File: src/rtl/rs232_uart_param.sv
// Parametrised full-duplex RS232 UART: shared oversampling tick divider,
// valid/ready transmitter and mid-bit sampling receiver with parity/frame flags.
module rs232_uart_param #(
  parameter int unsigned CLK_FREQ   = 100000000,
  parameter int unsigned BAUD       = 9600,
  parameter int unsigned OVERSAMPLE = 16,
  parameter int unsigned DATA_W     = 8,
  parameter int unsigned PARITY     = 2,
  parameter int unsigned STOP_BITS  = 1,
  parameter int unsigned MSB_FIRST  = 1
) (
  input  logic              clk,
  input  logic              rst,
  input  logic [DATA_W-1:0] tx_data,
  input  logic              tx_valid,
  output logic              tx_ready,
  output logic              tx_busy,
  output logic              tx,
  input  logic              rx,
  output logic [DATA_W-1:0] rx_data,
  output logic              rx_valid,
  output logic              rx_parity_err,
  output logic              rx_frame_err
);

  localparam int unsigned DIV   = CLK_FREQ / (BAUD * OVERSAMPLE);
  localparam int unsigned DIV_W = (DIV > 1) ? $clog2(DIV) : 1;
  localparam int unsigned OS_W  = $clog2(OVERSAMPLE);
  localparam logic [DIV_W-1:0] DIV_LAST  = DIV_W'(DIV - 1);
  localparam logic [OS_W-1:0]  OS_LAST   = OS_W'(OVERSAMPLE - 1);
  localparam logic [OS_W-1:0]  OS_MID    = OS_W'(OVERSAMPLE / 2 - 1);
  localparam logic [3:0]       DATA_LAST = 4'(DATA_W - 1);
  localparam logic [3:0]       STOP_LAST = 4'(STOP_BITS - 1);
  localparam logic             ODD       = (PARITY == 2);

  typedef enum logic [2:0] {S_IDLE, S_START, S_DATA, S_PAR, S_STOP} state_e;

  logic [DIV_W-1:0]  div_q, div_d;
  logic              tick;
  logic [OS_W-1:0]   tx_os_q, tx_os_d;
  logic              bit_stb;
  state_e            tx_state_q, tx_state_d;
  logic [DATA_W-1:0] tx_sh_q, tx_sh_d;
  logic              tx_par_q, tx_par_d;
  logic              tx_started_q, tx_started_d;
  logic [3:0]        tx_cnt_q, tx_cnt_d;
  logic              tx_q, tx_d;

  logic              rx_s1_q, rx_s2_q, rx_prev_q;
  logic              rx_fall;
  state_e            rx_state_q, rx_state_d;
  logic [OS_W-1:0]   rx_os_q, rx_os_d;
  logic [3:0]        rx_cnt_q, rx_cnt_d;
  logic [DATA_W-1:0] rx_sh_q, rx_sh_d;
  logic              rx_perr_q, rx_perr_d, rx_ferr_q, rx_ferr_d;
  logic              rx_done_q, rx_done_d;
  logic [DATA_W-1:0] rx_data_q, rx_data_d;
  logic              rx_valid_q, rx_valid_d;
  logic              rx_perr_out_q, rx_perr_out_d, rx_ferr_out_q, rx_ferr_out_d;

  always_ff @(posedge clk or negedge rst) begin
    if (!rst) begin
      div_q         <= '0;
      tx_os_q       <= '0;
      tx_state_q    <= S_IDLE;
      tx_sh_q       <= '0;
      tx_par_q      <= 1'b0;
      tx_started_q  <= 1'b0;
      tx_cnt_q      <= '0;
      tx_q          <= 1'b1;
      rx_s1_q       <= 1'b1;
      rx_s2_q       <= 1'b1;
      rx_prev_q     <= 1'b1;
      rx_state_q    <= S_IDLE;
      rx_os_q       <= '0;
      rx_cnt_q      <= '0;
      rx_sh_q       <= '0;
      rx_perr_q     <= 1'b0;
      rx_ferr_q     <= 1'b0;
      rx_done_q     <= 1'b0;
      rx_data_q     <= '0;
      rx_valid_q    <= 1'b0;
      rx_perr_out_q <= 1'b0;
      rx_ferr_out_q <= 1'b0;
    end else begin
      div_q         <= div_d;
      tx_os_q       <= tx_os_d;
      tx_state_q    <= tx_state_d;
      tx_sh_q       <= tx_sh_d;
      tx_par_q      <= tx_par_d;
      tx_started_q  <= tx_started_d;
      tx_cnt_q      <= tx_cnt_d;
      tx_q          <= tx_d;
      rx_s1_q       <= rx;
      rx_s2_q       <= rx_s1_q;
      rx_prev_q     <= rx_s2_q;
      rx_state_q    <= rx_state_d;
      rx_os_q       <= rx_os_d;
      rx_cnt_q      <= rx_cnt_d;
      rx_sh_q       <= rx_sh_d;
      rx_perr_q     <= rx_perr_d;
      rx_ferr_q     <= rx_ferr_d;
      rx_done_q     <= rx_done_d;
      rx_data_q     <= rx_data_d;
      rx_valid_q    <= rx_valid_d;
      rx_perr_out_q <= rx_perr_out_d;
      rx_ferr_out_q <= rx_ferr_out_d;
    end
  end

  // Free-running tx phase counter: bit boundaries fall on its wrap.
  always_comb begin
    tick    = (div_q == DIV_LAST);
    div_d   = tick ? '0 : div_q + 1'b1;
    bit_stb = tick && (tx_os_q == OS_LAST);
    tx_os_d = tx_os_q;
    if (tick) tx_os_d = (tx_os_q == OS_LAST) ? '0 : tx_os_q + 1'b1;
  end

  always_comb begin
    tx_state_d   = tx_state_q;
    tx_sh_d      = tx_sh_q;
    tx_par_d     = tx_par_q;
    tx_started_d = tx_started_q;
    tx_cnt_d     = tx_cnt_q;
    case (tx_state_q)
      S_IDLE: if (tx_valid) begin
        tx_sh_d      = tx_data;
        tx_par_d     = (^tx_data) ^ ODD;
        tx_started_d = 1'b0;
        tx_state_d   = S_START;
      end
      // The start bit only begins on the first boundary after acceptance.
      S_START: if (bit_stb) begin
        if (!tx_started_q) tx_started_d = 1'b1;
        else begin
          tx_cnt_d   = '0;
          tx_state_d = S_DATA;
        end
      end
      S_DATA: if (bit_stb) begin
        if (MSB_FIRST != 0) tx_sh_d = {tx_sh_q[DATA_W-2:0], 1'b0};
        else                tx_sh_d = {1'b0, tx_sh_q[DATA_W-1:1]};
        if (tx_cnt_q == DATA_LAST) begin
          tx_cnt_d   = '0;
          tx_state_d = (PARITY != 0) ? S_PAR : S_STOP;
        end else tx_cnt_d = tx_cnt_q + 4'd1;
      end
      S_PAR: if (bit_stb) begin
        tx_cnt_d   = '0;
        tx_state_d = S_STOP;
      end
      S_STOP: if (bit_stb) begin
        if (tx_cnt_q == STOP_LAST) tx_state_d = S_IDLE;
        else                       tx_cnt_d   = tx_cnt_q + 4'd1;
      end
      default: tx_state_d = S_IDLE;
    endcase
  end

  // Line level is registered from next-state values, so it has no lag or glitches.
  always_comb begin
    tx_ready = (tx_state_q == S_IDLE);
    tx_busy  = (tx_state_q != S_IDLE);
    tx       = tx_q;
    case (tx_state_d)
      S_START: tx_d = ~tx_started_d;
      S_DATA:  tx_d = (MSB_FIRST != 0) ? tx_sh_d[DATA_W-1] : tx_sh_d[0];
      S_PAR:   tx_d = tx_par_d;
      default: tx_d = 1'b1;
    endcase
  end

  always_comb begin
    rx_fall    = rx_prev_q & ~rx_s2_q;
    rx_state_d = rx_state_q;
    rx_os_d    = rx_os_q;
    rx_cnt_d   = rx_cnt_q;
    rx_sh_d    = rx_sh_q;
    rx_perr_d  = rx_perr_q;
    rx_ferr_d  = rx_ferr_q;
    rx_done_d  = 1'b0;
    case (rx_state_q)
      S_IDLE: if (rx_fall) begin
        rx_os_d    = '0;
        rx_perr_d  = 1'b0;
        rx_ferr_d  = 1'b0;
        rx_state_d = S_START;
      end
      // Half-bit check rejects glitches and realigns sampling to mid-bit.
      S_START: if (tick) begin
        if (rx_os_q == OS_MID) begin
          rx_os_d  = '0;
          rx_cnt_d = '0;
          rx_state_d = rx_s2_q ? S_IDLE : S_DATA;
        end else rx_os_d = rx_os_q + 1'b1;
      end
      S_DATA: if (tick) begin
        if (rx_os_q == OS_LAST) begin
          rx_os_d = '0;
          if (MSB_FIRST != 0) rx_sh_d = {rx_sh_q[DATA_W-2:0], rx_s2_q};
          else                rx_sh_d = {rx_s2_q, rx_sh_q[DATA_W-1:1]};
          if (rx_cnt_q == DATA_LAST) begin
            rx_cnt_d   = '0;
            rx_state_d = (PARITY != 0) ? S_PAR : S_STOP;
          end else rx_cnt_d = rx_cnt_q + 4'd1;
        end else rx_os_d = rx_os_q + 1'b1;
      end
      S_PAR: if (tick) begin
        if (rx_os_q == OS_LAST) begin
          rx_os_d    = '0;
          rx_perr_d  = rx_s2_q != ((^rx_sh_q) ^ ODD);
          rx_cnt_d   = '0;
          rx_state_d = S_STOP;
        end else rx_os_d = rx_os_q + 1'b1;
      end
      S_STOP: if (tick) begin
        if (rx_os_q == OS_LAST) begin
          rx_os_d = '0;
          if (!rx_s2_q) rx_ferr_d = 1'b1;
          if (rx_cnt_q == STOP_LAST) begin
            rx_done_d  = 1'b1;
            rx_state_d = S_IDLE;
          end else rx_cnt_d = rx_cnt_q + 4'd1;
        end else rx_os_d = rx_os_q + 1'b1;
      end
      default: rx_state_d = S_IDLE;
    endcase
  end

  always_comb begin
    rx_valid_d    = rx_done_q;
    rx_data_d     = rx_done_q ? rx_sh_q   : rx_data_q;
    rx_perr_out_d = rx_done_q ? rx_perr_q : rx_perr_out_q;
    rx_ferr_out_d = rx_done_q ? rx_ferr_q : rx_ferr_out_q;
    rx_data       = rx_data_q;
    rx_valid      = rx_valid_q;
    rx_parity_err = rx_perr_out_q;
    rx_frame_err  = rx_ferr_out_q;
  end

endmodule

File: config.mk
export PLATFORM = sky130hd
export DESIGN_NAME = rs232_uart_param
export DESIGN_NICKNAME = d
export VERILOG_FILES = /design/src/rtl/rs232_uart_param.sv
export SDC_FILE = /design/constraint.sdc
export NUM_CORES = 1
export LEC_CHECK = 0
export ABC_CLOCK_PERIOD_IN_PS = 3100
export CORE_AREA = 2 2 87 89
export CTS_CLUSTER_SIZE = 30
export DETAILED_ROUTE_END_ITERATION = 8
export DIE_AREA = 0 0 89 91
export GPL_ROUTABILITY_DRIVEN = 0
export PLACE_DENSITY = 0.7
export SETUP_SLACK_MARGIN = 0.3
export SLEW_MARGIN = 0
export SYNTH_ARGS = -nofsm -noshare
export SYNTH_HDL_FRONTEND = slang
export SYNTH_SLANG_ARGS = --single-unit
File: constraint.sdc
create_clock -name clk -period 3.1 [get_ports clk]
set_clock_uncertainty 0.05 [all_clocks]
set_input_delay 0.62 -clock clk [delete_from_list [all_inputs] [get_ports clk]]
set_output_delay 0.62 -clock clk [all_outputs]
set_load 0.01 [all_outputs]
==> results.toml, run 1 <==
[floorplanning]
start_util_pct = 48.5
die_h_um = 91
io_pins = 26
die_w_um = 89
die-area_um2 = 8100
rows = 31
core_um2 = 7140

[drt]
drt-total-wl_mm = 6.02
drt_iter0_drc = 73
vias = 2402
routedWlPerCell_um = 13.1
drc_errors = 0
vias_per_cell = 5.23
drt_pass1_iterations = 4
ant_nets = 0

[pwr]
leakage_nw = 1.87
p_per_area_nw_per_um2 = 442
vdd.ir_drop.worst_v = 0.000206

[final_layout]
fin_nets = 375
diodes = 0
layout-drive-gt1-share_pct = 15.3
utilization_pct = 55.8
area_growth_pct = 15.0

[worst_setup_path]
cp_slowest_cell = "clkdlybuf4s50_1"
endpoint_kind = "output port"
crit_chain = "nor3_1, clkdlybuf4s50_1"
slowest_delay_ns = 0.60
reg2reg_slack_ns = 0.66
cp_max_fo = 12
worstSetupPathType = "reg2out"
rr_startpoint = "div_q[4]"
r2r-end = "rx_sh_q[0]"
startpoint_type = "register"
startpoint = "tx_state_q[0]"
crit_end = "tx_ready"
cp.arrival_ns = 1.77
rr_worst_depth = 6
crit_required_ns = 2.43

[cts]
clock_latency_ns = 0.33
post_cts_buffers = 0
cts_resized = 0
clk_path_buf_depth = 2
cts_hold_buf = 0
root_buffer = "clkbuf_8"
ctsHtreeMaxLevel = 3
cts_tree = "built"
path_clk_slew_ns = 0.08
numCtsBuffers = 9
cts.sinks = 68

[grt]
grt_pass1_vias = 2442
track_usage_pct = 16.5
antenna_found_initial = 0
grt_pass1_wl_mm = 10.6
grt_max_degree = 42
overflow = 0

[sta]
period_share_pct = 78.8
setup_viol = 0
drv_slew = 0
report.final.hold_viol_count = 0
period_needed_ns = 2.44
max_freq_ghz = 0.409
slew_headroom_pct = 64.6
rsz0062_at_grt = "no"
setup_tns_ns = 0
tightest_slew_ns = 0.527

[synth]
syn_inst = 325
ys_ff_latch = 68
synthesis.area_um2 = 3460
async_reset_ff_share_pct = 100
synth_top_area_share_pct = 46.3
synth-edff-count = 0
synth_flop_cell = "dfrtp_1"
yosysMostFrequentCell = "dfrtp_1"
yosysUniqueCellTypes = 58
synth_commonest_cells = "64 x dfrtp_1, 36 x nand2_1, 24 x nor2_1"
synth_fp_nets = 345
ys_seq_area_share_pct = 49.3
yosysWarningCount = 0
synth_area_leader_cell = "dfrtp_1"
avgSynthCellArea_um2 = 10.7
synth_area_leaders = "dfrtp_1 46%, xnor2_1 5.3%, nand2_1 3.9%"

[outcome]
outcome = "finished, final reports clean"

[worst_hold_path]
hp-class = "in2async"

[placed_design]
port_buffers = 25
dp.final_hpwl_mm = 4.35

[job]
cap_violations = 0
how the worst min path moves through the flow:
| stage | start | end |
|---|---|---|
| floorplan | rst | div_q[0] |
| global placement | rx_s1_q | rx_s2_q |
| detailed placement | rx_s1_q | rx_s2_q |
| CTS | rst | tx_cnt_q[2] |
| global route | rst | tx_cnt_q[2] |
| finish | rst | tx_cnt_q[2] |
critical path, delay by kind of cell (launching register included):
family                 cells  cell delay [ns]
buffers and inverters      1             0.60
flip-flops                 1             0.51
AND/OR/NAND/NOR            1             0.33
through the flow:
step | total power [mW] | setup slack, ns | hold slack [ns] | instance area [um2] | cells
floorplan | 1.07 | 0.939 | 0.274 | 3460 | 325
global placement | 1.13 | 0.702 | 0.296 | 3800 | 443
global route | 1.84 | 0.528 | 0.258 | 3980 | 459
CTS | 1.79 | 0.643 | 0.234 | 3980 | 459
finish | 1.76 | 0.656 | 0.238 | 3980 | 459
detailed placement | 1.14 | 0.654 | 0.301 | 3800 | 443
cell usage in the layout (no fill, tap or decap), types with 5 or more instances in the layout:
cell type	Yosys	routed
xor2_1	5	5
clkbuf_8	0	10
xnor2_1	21	21
mux2_1	9	9
nand2_1	36	36
a21oi_1	9	9
o21ai_1	9	9
o21ai_0	13	13
clkdlybuf4s50_1	0	24
inv_1	11	11
nor2_1	24	24
mux2_2	12	12
nor2b_1	5	5
and2_1	5	5
a22oi_1	6	6
nand3_1	14	14
dfrtp_1	64	64
ha_1	8	8
flip-flops by register name, indices dropped and copies added, names as in the netlist, 3 cells and up:
name and count:
rx_data 8, rx_sh_q 8, rx_state_q 3, rx_os_q 4, tx_cnt_q 4, tx_os_q 4, rx_cnt_q 4, tx_sh_q 8
div_q 10, tx_state_q 3
power by group:
part	leakage, nW	internal [mW]	switching [mW]	total [mW]
combinational	0.878	0.0829	0.100	0.183
clock	0.0803	0.308	0.335	0.643
sequential	0.908	0.909	0.0257	0.934
total	1.87	1.30	0.461	1.76
layer usage:
layer / wire length (um) / share of wire [%] / track usage (%) / up-vias
met4: 48 / 0.80 / 7.84 / 0
met3: 185 / 3.1 / 3.64 / 4
met1: 2940 / 49 / 21.8 / 1166
met5: 0 / 0 / 0 / -
met2: 2860 / 47 / 25.5 / 38
li1: - / - / - / 1194
kinds of logic (layout without fill, tap and decap cells):
family,Yosys count,after routing,share of synthesized area [%]
buffers and inverters,21,56,2.89
AOI/OAI and AO/OA,60,60,11.6
xor gates and xnor gates,26,26,6.58
muxes,25,25,7.99
adders and majority gates,8,8,2.89
DFF,68,68,49.3
and+or+nand+nor,117,117,18.7
area by class of cell:
class | instances | area, um2
timing repair buffer | 29 | 275
clock inverter | 6 | 40.0
tap | 99 | 124
sequential | 68 | 1710
inverter | 11 | 41.3
fill | 632 | 3160
clock buffer | 10 | 138
multi-input combinational | 236 | 1660
Note: power is estimated with default switching activity, not from simulation.
==> inputs of run 2 (changes only) <==
Settings changed: ABC_CLOCK_PERIOD_IN_PS 3100 to 2550.
Clock period 3.1 ns to 2.55 ns, I/O delays scaled along.
==> run 2 against run 1 <==
Worst hold slack got worse by 0.13 ns; critical path depth increased by 4; clock power increased by 34%; sequential share of layout area decreased by 1.6 points; die area unchanged; combinational power increased by 28%; via count increased by 3.0%; cell count increased by 1.7%; utilization increased by 2.3 points; largest power group unchanged; wire length increased by 8.8%.
==> results.toml, run 2 (same netlist as run 1, synthesis figures left out) <==
[cts]
cts.sinks = 68
path_clk_slew_ns = 0.08
clock_latency_ns = 0.34
root_buffer = "clkbuf_8"
ctsHtreeMaxLevel = 3
cts_tree = "built"
cts_hold_buf = 0
numCtsBuffers = 9
clk_path_buf_depth = 2

[pwr]
p_seq_share_pct = 50.8
power_switching_mw = 0.574
clock_power_share_pct = 38.6
vdd.ir_drop.worst_v = 0.000280
p_comb_share_pct = 10.5
swShare_pct = 25.8
leakage_nw = 2.01
p_per_area_nw_per_um2 = 538
intPower_mw = 1.66

[worst_setup_path]
cp.arrival_ns = 2.41
endpoint_kind = "register"
cp_slowest_cell = "or4b_4"
startpoint_type = "register"
crit_required_ns = 2.73
path_buf_inv = 1
worstSetupPathType = "reg2reg"
slowest_delay_ns = 0.62
cp_top_family = "simple AND/OR/NAND/NOR gates"
crit_chain = "or4b_4, nor3_4, buf_6, and4_4, nand3b_4, mux2_1"
cp_max_fo = 8

[placed_design]
dp.final_hpwl_mm = 4.57
place_area_um2 = 3840
port_buffers = 25

[sta]
tightest_slew_ns = 0.573
setup_viol = 0
rsz0062_at_grt = "yes"
drv_slew = 0
max_freq_ghz = 0.449
period_share_pct = 87.3
setup_tns_ns = 0
slew_headroom_pct = 61.8
period_needed_ns = 2.23
report.final.hold_viol_count = 0

[final_layout]
layout_common_cells = "61 x dfrtp_1, 35 x nand2_1, 24 x nor2_1, 23 x clkdlybuf4s50_1, 21 x xnor2_1"
final_common_cell = "dfrtp_1"
fillers = 634
largest_register = "div_q"
area_growth_pct = 19.8
stdcell_area_um2 = 4150
largest_reg_flops = 10
layout-drive-gt1-share_pct = 22.0
diodes = 0
fin_nets = 383

[grt]
met3_usage_pct = 4.91
top_usage_layer = "met2"
grt_pass1_vias = 2495
overflow = 0
met2_usage_pct = 29.0
track_usage_pct = 17.9
grt_pass1_wl_mm = 11.3
antenna_found_initial = 0
grt_max_degree = 28
grt_util_met1_pct = 22.9

[drt]
drc_errors = 0
drt-total-wl_mm = 6.55
vias_per_cell = 5.30
drt_pass1_iterations = 4
vias = 2473
ant_nets = 0
drt_iter0_drc = 87
routedWlPerCell_um = 14.0

[floorplanning]
start_util_pct = 48.5
die-area_um2 = 8100
io_pins = 26
die_w_um = 89
rows = 31
core_um2 = 7140
die_h_um = 91

[outcome]
outcome = "finished, final reports clean"

[worst_hold_path]
hp-class = "in2async"

[job]
cap_violations = 0
[run 2: cell count changes in the layout (fill, tap and decap cells not counted), moves of 3 or more]
cell	delta
mux2_4	+7
dfrtp_1	-3
mux2_1	-7
dfrtp_2	+3
buf_4	+6
clkinvlp_4	-4
[run 2: worst paths after layout]
kind	from	to	slack, ns	cells past startpoint
setup / recovery	div_q[6]	rx_sh_q[3]	0.32	6
hold / removal	rst	tx_cnt_q[2]	0.10	1
setup reg to reg	div_q[6]	rx_sh_q[3]	0.32	6
hold reg to reg	rx_s1_q	rx_s2_q	0.31	0
max in group asynchronous	rst	tx_sh_q[2]	1.67	2
min in group clk	rx_s1_q	rx_s2_q	0.31	0
[run 2: metrics by stage]
step / worst slack [ns] / power (mW) / util (%) / std cells / hold WS [ns]
after floorplan: 0.389 / 1.30 / - / 325 / 0.164
after global placement: 0.248 / 1.38 / 53.9 / 447 / 0.296
after detailed placement: 0.194 / 1.38 / 53.9 / 447 / 0.300
after CTS: 0.321 / 2.25 / 57.0 / 466 / 0.115
after global routing: 0.263 / 2.34 / 58.1 / 467 / 0.137
final: 0.324 / 2.23 / 58.1 / 467 / 0.104
[run 2: cell type report]
type                       instances  area, um2  area share [%]
clock inverter                     7       67.6            1.63
multi-input combinational        236       1730            41.6
clock buffer                       9        124            2.99
sequential                        68       1710            41.2
tap                               99        124            2.99
timing repair buffer              37        354            8.54
inverter                          11       41.3           0.996
[run 2: repair_timing]
| action | in CTS | in global routing |
|---|---|---|
| gates resized for setup | 4 | 19 |
| setup buffers | 3 | 1 |
| endpoints found under the setup margin | 14 | 17 |
| hold endpoints to repair | 0 | 0 |
| pin swaps | 1 | 2 |
[run 2: routing by layer]
metal	vias up	share of wire, %
met1	1217	45
met2	41	50
met3	5	3.3
met5	-	0
li1	1210	-
met4	0	1.3
[run 2: power by group through the flow]
stage	registers, mW	logic, mW	clock network [mW]
3_3_place_gp	1.15	0.227	0
2_1_floorplan	1.15	0.152	0
3_5_place_dp	1.16	0.229	0
5_1_grt	1.14	0.266	0.939
4_1_cts	1.13	0.234	0.885
6_report	1.13	0.234	0.862
